**src/rtl/pwm_fault_guard_if.sv**
```systemverilog
// pwm_fault_guard_if: gate, fault and control signals of the PWM fault guard
// master: drives gate inputs, fault input and configuration; observes protected gates and flags
// slave:  the guard itself
interface pwm_fault_guard_if #(
   parameter int FILT_W  = 8,
   parameter int RECOV_W = 16
);
   logic               guard_en;
   logic               pwm_h_in;
   logic               pwm_l_in;
   logic               fault_in;
   logic [FILT_W-1:0]  filt_len;
   logic               auto_recover;
   logic [RECOV_W-1:0] recov_len;
   logic               fault_clr;
   logic               safe_h;
   logic               safe_l;
   logic               pwm_h_out;
   logic               pwm_l_out;
   logic               fault_active;
   logic               fault_flag;
   logic               st_flag;
   modport master (
      output guard_en, pwm_h_in, pwm_l_in, fault_in, filt_len, auto_recover,
             recov_len, fault_clr, safe_h, safe_l,
      input  pwm_h_out, pwm_l_out, fault_active, fault_flag, st_flag
   );
   modport slave (
      input  guard_en, pwm_h_in, pwm_l_in, fault_in, filt_len, auto_recover,
             recov_len, fault_clr, safe_h, safe_l,
      output pwm_h_out, pwm_l_out, fault_active, fault_flag, st_flag
   );
endinterface

```
**src/rtl/pwm_fault_guard.sv**
```systemverilog
// pwm_fault_guard: forces the gate pair to safe levels on external fault or shoot-through
// clk, rst       : clock, asynchronous active-high reset
// bus (slave)    : gate inputs/outputs, fault input, filter/recovery config, status flags
module pwm_fault_guard #(
   parameter int FILT_W  = 8,
   parameter int RECOV_W = 16
) (
   input logic              clk,
   input logic              rst,
   pwm_fault_guard_if.slave bus
);
   localparam logic [1:0] RUN     = 2'd0;
   localparam logic [1:0] FAULT   = 2'd1;
   localparam logic [1:0] RECOVER = 2'd2;
   logic               s1, fs;
   logic [FILT_W-1:0]  cnt;
   logic [RECOV_W-1:0] tmr;
   logic [1:0]         state, state_n;
   logic               confirm, st, st_set, flt_set;
   always_comb begin
      confirm = fs & (cnt >= bus.filt_len);
      st      = bus.pwm_h_in & bus.pwm_l_in;
      state_n = RUN;
      case (state)
         RUN:     state_n = (confirm | st) ? FAULT : RUN;
         FAULT:   state_n = (!fs && (bus.auto_recover || bus.fault_clr)) ? RECOVER : FAULT;
         RECOVER: state_n = (confirm | st) ? FAULT :
                            (tmr >= bus.recov_len && !bus.pwm_h_in && !bus.pwm_l_in) ? RUN : RECOVER;
         default: state_n = RUN;
      endcase
      if (!bus.guard_en) state_n = RUN;
      // shoot-through is only meaningful while the gates are actually forwarded or re-arming
      st_set  = bus.guard_en & st & (state != FAULT);
      flt_set = bus.guard_en & confirm;
   end
   assign bus.fault_active = (state != RUN);
   always_ff @(posedge clk or posedge rst) begin
      if (rst) begin
         s1             <= 1'b0;
         fs             <= 1'b0;
         cnt            <= '0;
         tmr            <= '0;
         state          <= RUN;
         bus.pwm_h_out  <= 1'b0;
         bus.pwm_l_out  <= 1'b0;
         bus.fault_flag <= 1'b0;
         bus.st_flag    <= 1'b0;
      end else begin
         s1             <= bus.fault_in;
         fs             <= s1;
         cnt            <= fs ? ((&cnt) ? cnt : cnt + 1'b1) : '0;
         // timer is held at zero in FAULT so RECOVER always starts counting from zero
         tmr            <= (state == FAULT) ? '0 :
                           (state == RECOVER && !fs && !(&tmr)) ? tmr + 1'b1 : tmr;
         state          <= state_n;
         bus.pwm_h_out  <= (state_n == RUN) ? bus.pwm_h_in : bus.safe_h;
         bus.pwm_l_out  <= (state_n == RUN) ? bus.pwm_l_in : bus.safe_l;
         bus.fault_flag <= flt_set ? 1'b1 : bus.fault_clr ? 1'b0 : bus.fault_flag;
         bus.st_flag    <= st_set  ? 1'b1 : bus.fault_clr ? 1'b0 : bus.st_flag;
      end
   end
endmodule

```
**src/flat_wrapper.sv**
```systemverilog
// flat-port wrapper written by rule: the top's interface ports become plain ports
module pwm_fault_guard_flat 
#(
   parameter int FILT_W  = 8,
   parameter int RECOV_W = 16
)
  (clk, rst, bus_guard_en, bus_pwm_h_in, bus_pwm_l_in, bus_fault_in, bus_filt_len, bus_auto_recover, bus_recov_len, bus_fault_clr, bus_safe_h, bus_safe_l, bus_pwm_h_out, bus_pwm_l_out, bus_fault_active, bus_fault_flag, bus_st_flag);
  pwm_fault_guard_if #(.FILT_W(FILT_W), .RECOV_W(RECOV_W)) bus_i ();
  input logic clk;
  input logic rst;
  input wire logic [$bits(bus_i.guard_en)-1:0] bus_guard_en;
  input wire logic [$bits(bus_i.pwm_h_in)-1:0] bus_pwm_h_in;
  input wire logic [$bits(bus_i.pwm_l_in)-1:0] bus_pwm_l_in;
  input wire logic [$bits(bus_i.fault_in)-1:0] bus_fault_in;
  input wire logic [$bits(bus_i.filt_len)-1:0] bus_filt_len;
  input wire logic [$bits(bus_i.auto_recover)-1:0] bus_auto_recover;
  input wire logic [$bits(bus_i.recov_len)-1:0] bus_recov_len;
  input wire logic [$bits(bus_i.fault_clr)-1:0] bus_fault_clr;
  input wire logic [$bits(bus_i.safe_h)-1:0] bus_safe_h;
  input wire logic [$bits(bus_i.safe_l)-1:0] bus_safe_l;
  output wire logic [$bits(bus_i.pwm_h_out)-1:0] bus_pwm_h_out;
  output wire logic [$bits(bus_i.pwm_l_out)-1:0] bus_pwm_l_out;
  output wire logic [$bits(bus_i.fault_active)-1:0] bus_fault_active;
  output wire logic [$bits(bus_i.fault_flag)-1:0] bus_fault_flag;
  output wire logic [$bits(bus_i.st_flag)-1:0] bus_st_flag;
  assign bus_i.guard_en = bus_guard_en;
  assign bus_i.pwm_h_in = bus_pwm_h_in;
  assign bus_i.pwm_l_in = bus_pwm_l_in;
  assign bus_i.fault_in = bus_fault_in;
  assign bus_i.filt_len = bus_filt_len;
  assign bus_i.auto_recover = bus_auto_recover;
  assign bus_i.recov_len = bus_recov_len;
  assign bus_i.fault_clr = bus_fault_clr;
  assign bus_i.safe_h = bus_safe_h;
  assign bus_i.safe_l = bus_safe_l;
  assign bus_pwm_h_out = bus_i.pwm_h_out;
  assign bus_pwm_l_out = bus_i.pwm_l_out;
  assign bus_fault_active = bus_i.fault_active;
  assign bus_fault_flag = bus_i.fault_flag;
  assign bus_st_flag = bus_i.st_flag;
  pwm_fault_guard #(.FILT_W(FILT_W), .RECOV_W(RECOV_W)) u_core (.clk(clk), .rst(rst), .bus(bus_i));
endmodule
```
**config.mk**
```make
export PLATFORM = sky130hd
export DESIGN_NAME = pwm_fault_guard_flat
export DESIGN_NICKNAME = d
export VERILOG_FILES = /design/src/rtl/pwm_fault_guard_if.sv /design/src/rtl/pwm_fault_guard.sv /design/src/flat_wrapper.sv
export SDC_FILE = /design/constraint.sdc
export NUM_CORES = 1
export LEC_CHECK = 0
export CELL_PAD_IN_SITES_DETAIL_PLACEMENT = 0
export CELL_PAD_IN_SITES_GLOBAL_PLACEMENT = 1
export CORE_ASPECT_RATIO = 0.6
export CORE_MARGIN = 5
export CORE_UTILIZATION = 44
export CTS_BUF_LIST = sky130_fd_sc_hd__clkbuf_16
export DETAILED_ROUTE_END_ITERATION = 16
export DONT_BUFFER_PORTS = 1
export GPL_ROUTABILITY_DRIVEN = 1
export PLACE_DENSITY_LB_ADDON = 0.1
export SLEW_MARGIN = 30
export SYNTH_ARGS = -nofsm -noshare
export SYNTH_HDL_FRONTEND = slang
export SYNTH_SLANG_ARGS = --single-unit
```
**constraint.sdc**
```tcl
create_clock -name clk -period 2.1 [get_ports clk]
set_input_delay 0.21 -clock clk [delete_from_list [all_inputs] [get_ports clk]]
set_output_delay 0.21 -clock clk [all_outputs]
set_load 0.005 [all_outputs]
```
==> results by group <==
Pwr
  – Peak supply drop: 0.0002712 V
  – Lkg Pwr: 1.350 nW
  – Pwr dens: 589.8 nW/um^2

Synth
  – FF+latch count, synth: 32
  – Syn_nets: approximately 290
  – Distinct cells, synth: between 40 and 50
  – Number of synthesized flops with an enable pin: 0
  – Synth warn: 0
  – Ys flop type: dfrtp_1
  – Mean post-synth cell area: a little under 10 um^2
  – Post-Syn Area: 2191 um^2
  – Post-synth ARST share: 100.0%
  – Register area share after synthesis: 36.55%
  – Cells after Synth: 228

Global route
  – Number of global-route vias before repair: ~1,700
  – Initial antenna violation count: 0
  – Grt ovf: 0
  – First-pass GRT wire length: 8.431 mm
  – Pin count of the biggest net entering global routing: 33
  – Total track usage: 16.84%

Detailed routing
  – DRT antenna net count: 0
  – Initial DRT Pass Iterations: 4
  – Vias/cell: 5.420
  – Routed WL: 5.190 mm
  – WL/cell: approximately 16 um
  – Via count: 1,729
  – 1st-iter DRT viols: 71
  – Drt drc: 0

Setup path
  – Crit path DAT: 2260 ps
  – Worst EP required: ~2300 ps
  – Max Fanout on Critical Path: 2
  – CP startpoint kind: flop
  – Crit. End Element: flop
  – Setup CP Type: flop to flop

STA
  – FMAX: 0.4770 GHz
  – Final setup viols: 0
  – Worst slew pin tran: 429.4 ps
  – Min Clock Period, post-route: roughly 2100 ps
  – Setup TNS: 0 ps
  – Hold Vio Cnt, Final: 0
  – Clock Skews: 2.717 ps
  – Setup repair after global routing missed its margin: yes
  – Slew Limit Headroom: 71.37%
  – Final slew viol count: 0
  – Tcrit/Tclk final: 99.84%

Clocking
  – Clock sink total: 32
  – CTS tree: yes
  – H-tree depth: 2
  – CTS buffer count: 5
  – Clk slew on worst S/H paths: 50 ps
  – Clk root buf: clkbuf_16
  – Worst-Skew Late Latency: 270 ps
  – Bufs on Longest Clock Path: 2

Cells and area
  – Most common cell after layout, fill and taps aside: dfrtp_1
  – Diodes inserted: 0
  – Fill cells: ~430
  – Final core occ: 55.44%
  – Layout cells sized above 1: 19.14%
  – Most frequent cells in the layout: dfrtp_1, inv_1, ha_1
  – Nets: 315
  – Area grow syn2layout: 18.50%

Placement
  – Routability cong.: 0.8520
  – Dpl hpwl: 4.028 mm
  – # port buffers: 0

Die
  – Die W: approximately 100 um
  – Die area: 6537 um^2
  – I/O pins: 39
  – Initial core utilization: 46.78%
  – Core Area: 4683 um^2
  – Std-Cell Rows: 19
  – Die Ht: 64.66 um

Run status
  – Status: completed

Min path
  – Worst hold path type: input pin to flop

Job
  – Max cap viols: 0
state kept, by name, indices dropped and copies added, names as in the netlist:
name	count
u_core.state	2
u_core.bus.fault_flag	1
u_core.bus.pwm_h_out	1
u_core.fs	1
u_core.tmr	16
u_core.bus.pwm_l_out	1
u_core.cnt	8
u_core.bus.st_flag	1
u_core.s1	1
power by group:
part / internal (mW) / switching (mW)
Combinational: 0.0888 / 0.0976
Clock: 0.430 / 0.256
Sequential: 0.638 / 0.0221
repair_timing:
action | CTS | global route
endpoints found under the setup margin | 3 | 3
gates resized for setup | 4 | 5
pin swaps | 2 | 8
hold buffers | 2 | 0
buffers inserted | 0 | 3
endpoints found under the hold margin | 33 | 0
metrics by stage:
step / hold WS [ps] / instances / cell area [um^2] / power (mW) / setup slack [ps]
after global placement: 217.3 / 306 / 2382 / 0.8293 / -15.48
after detailed placement: 222.3 / 306 / 2382 / 0.8371 / -104.6
after global routing: 11.10 / 319 / 2596 / 1.613 / -53.34
final: 23.60 / 319 / 2596 / 1.531 / 3.435
after CTS: 15.47 / 316 / 2554 / 1.546 / 13.69
after floorplan: 241.4 / 228 / 2191 / 0.7885 / 96.06
kinds of logic (layout without fill, tap and decap cells):
| kind of cell | after synthesis | after routing | synth area share [%] |
|---|---|---|---|
| AND/OR/NAND/NOR | 75 | 75 | 18.39 |
| AO/OA/AOI/OAI | 45 | 45 | 16.56 |
| flip-flops | 32 | 32 | 36.55 |
| buffers and inverters | 32 | 60 | 6.168 |
| adder cells (fa/ha/maj) | 26 | 26 | 14.85 |
| XOR/XNOR | 15 | 15 | 5.997 |
| multiplexers | 3 | 3 | 1.485 |
final cells by class:
| class | instances | area [um^2] | area share (%) |
|---|---|---|---|
| multi-input cells | 164 | 1287 | 49.59 |
| inverters | 28 | 105.1 | 4.048 |
| flip-flops and latches | 32 | 800.8 | 30.84 |
| well taps | 63 | 78.83 | 3.036 |
| clock buffers | 5 | 125.1 | 4.819 |
| repair buffers | 24 | 185.2 | 7.133 |
| clock inverters | 3 | 13.76 | 0.5301 |
critical path, cell delays in order, from the launching register on:
cell and delay, ps:
dfrtp_1 390, inv_2 90, ha_4 190, nand2b_4 140
a2111oi_4 410, o41ai_2 150, a211oi_2 190, a21oi_2 110
mux2_4 300
synth_stat cells (2+ instances only):
cell type	instances	share of area, %
mux2_1	2	1.0
and4_4	2	1.0
nor2b_1	2	0.57
and2_1	4	1.1
nand2_1	13	2.2
and3_1	6	1.7
xnor2_1	6	2.4
nand3_1	12	2.7
or2_2	2	0.57
ha_1	26	15
inv_1	28	4.8
xor2_1	9	3.6
o21ai_0	10	2.3
a21oi_1	7	1.6
nand4_1	7	2.0
a21o_1	3	1.0
a31oi_1	4	1.1
nor2_1	21	3.6
clkbuf_1	2	0.34
dfrtp_1	32	37
a211oi_1	3	1.0
o211ai_1	3	1.0
o31ai_1	2	0.69
and4_1	2	0.80
final timing paths:
| path | end | start | cells after the start | slack (ps) |
|---|---|---|---|---|
| setup reg to reg | u_core.bus.pwm_h_out | u_core.cnt[0] | 8 | 3 |
| setup / recovery | u_core.bus.pwm_h_out | u_core.cnt[0] | 8 | 3 |
| max in group asynchronous | u_core.bus.pwm_h_out | rst | 3 | 1330 |
| min in group asynchronous | u_core.cnt[3] | rst | 3 | 460 |
| hold / removal | u_core.bus.fault_flag | bus_fault_clr | 1 | 20 |
| hold reg to reg | u_core.fs | u_core.s1 | 0 | 380 |
routing by layer:
layer	track usage [%]	vias to the layer above	share of wire, %
met5	0	-	0
met4	4.975	0	0.50
met3	7.074	4	8.6
met2	23.13	48	43
met1	23.95	820	48
li1	-	857	-
Note: power is estimated with default switching activity, not from simulation.
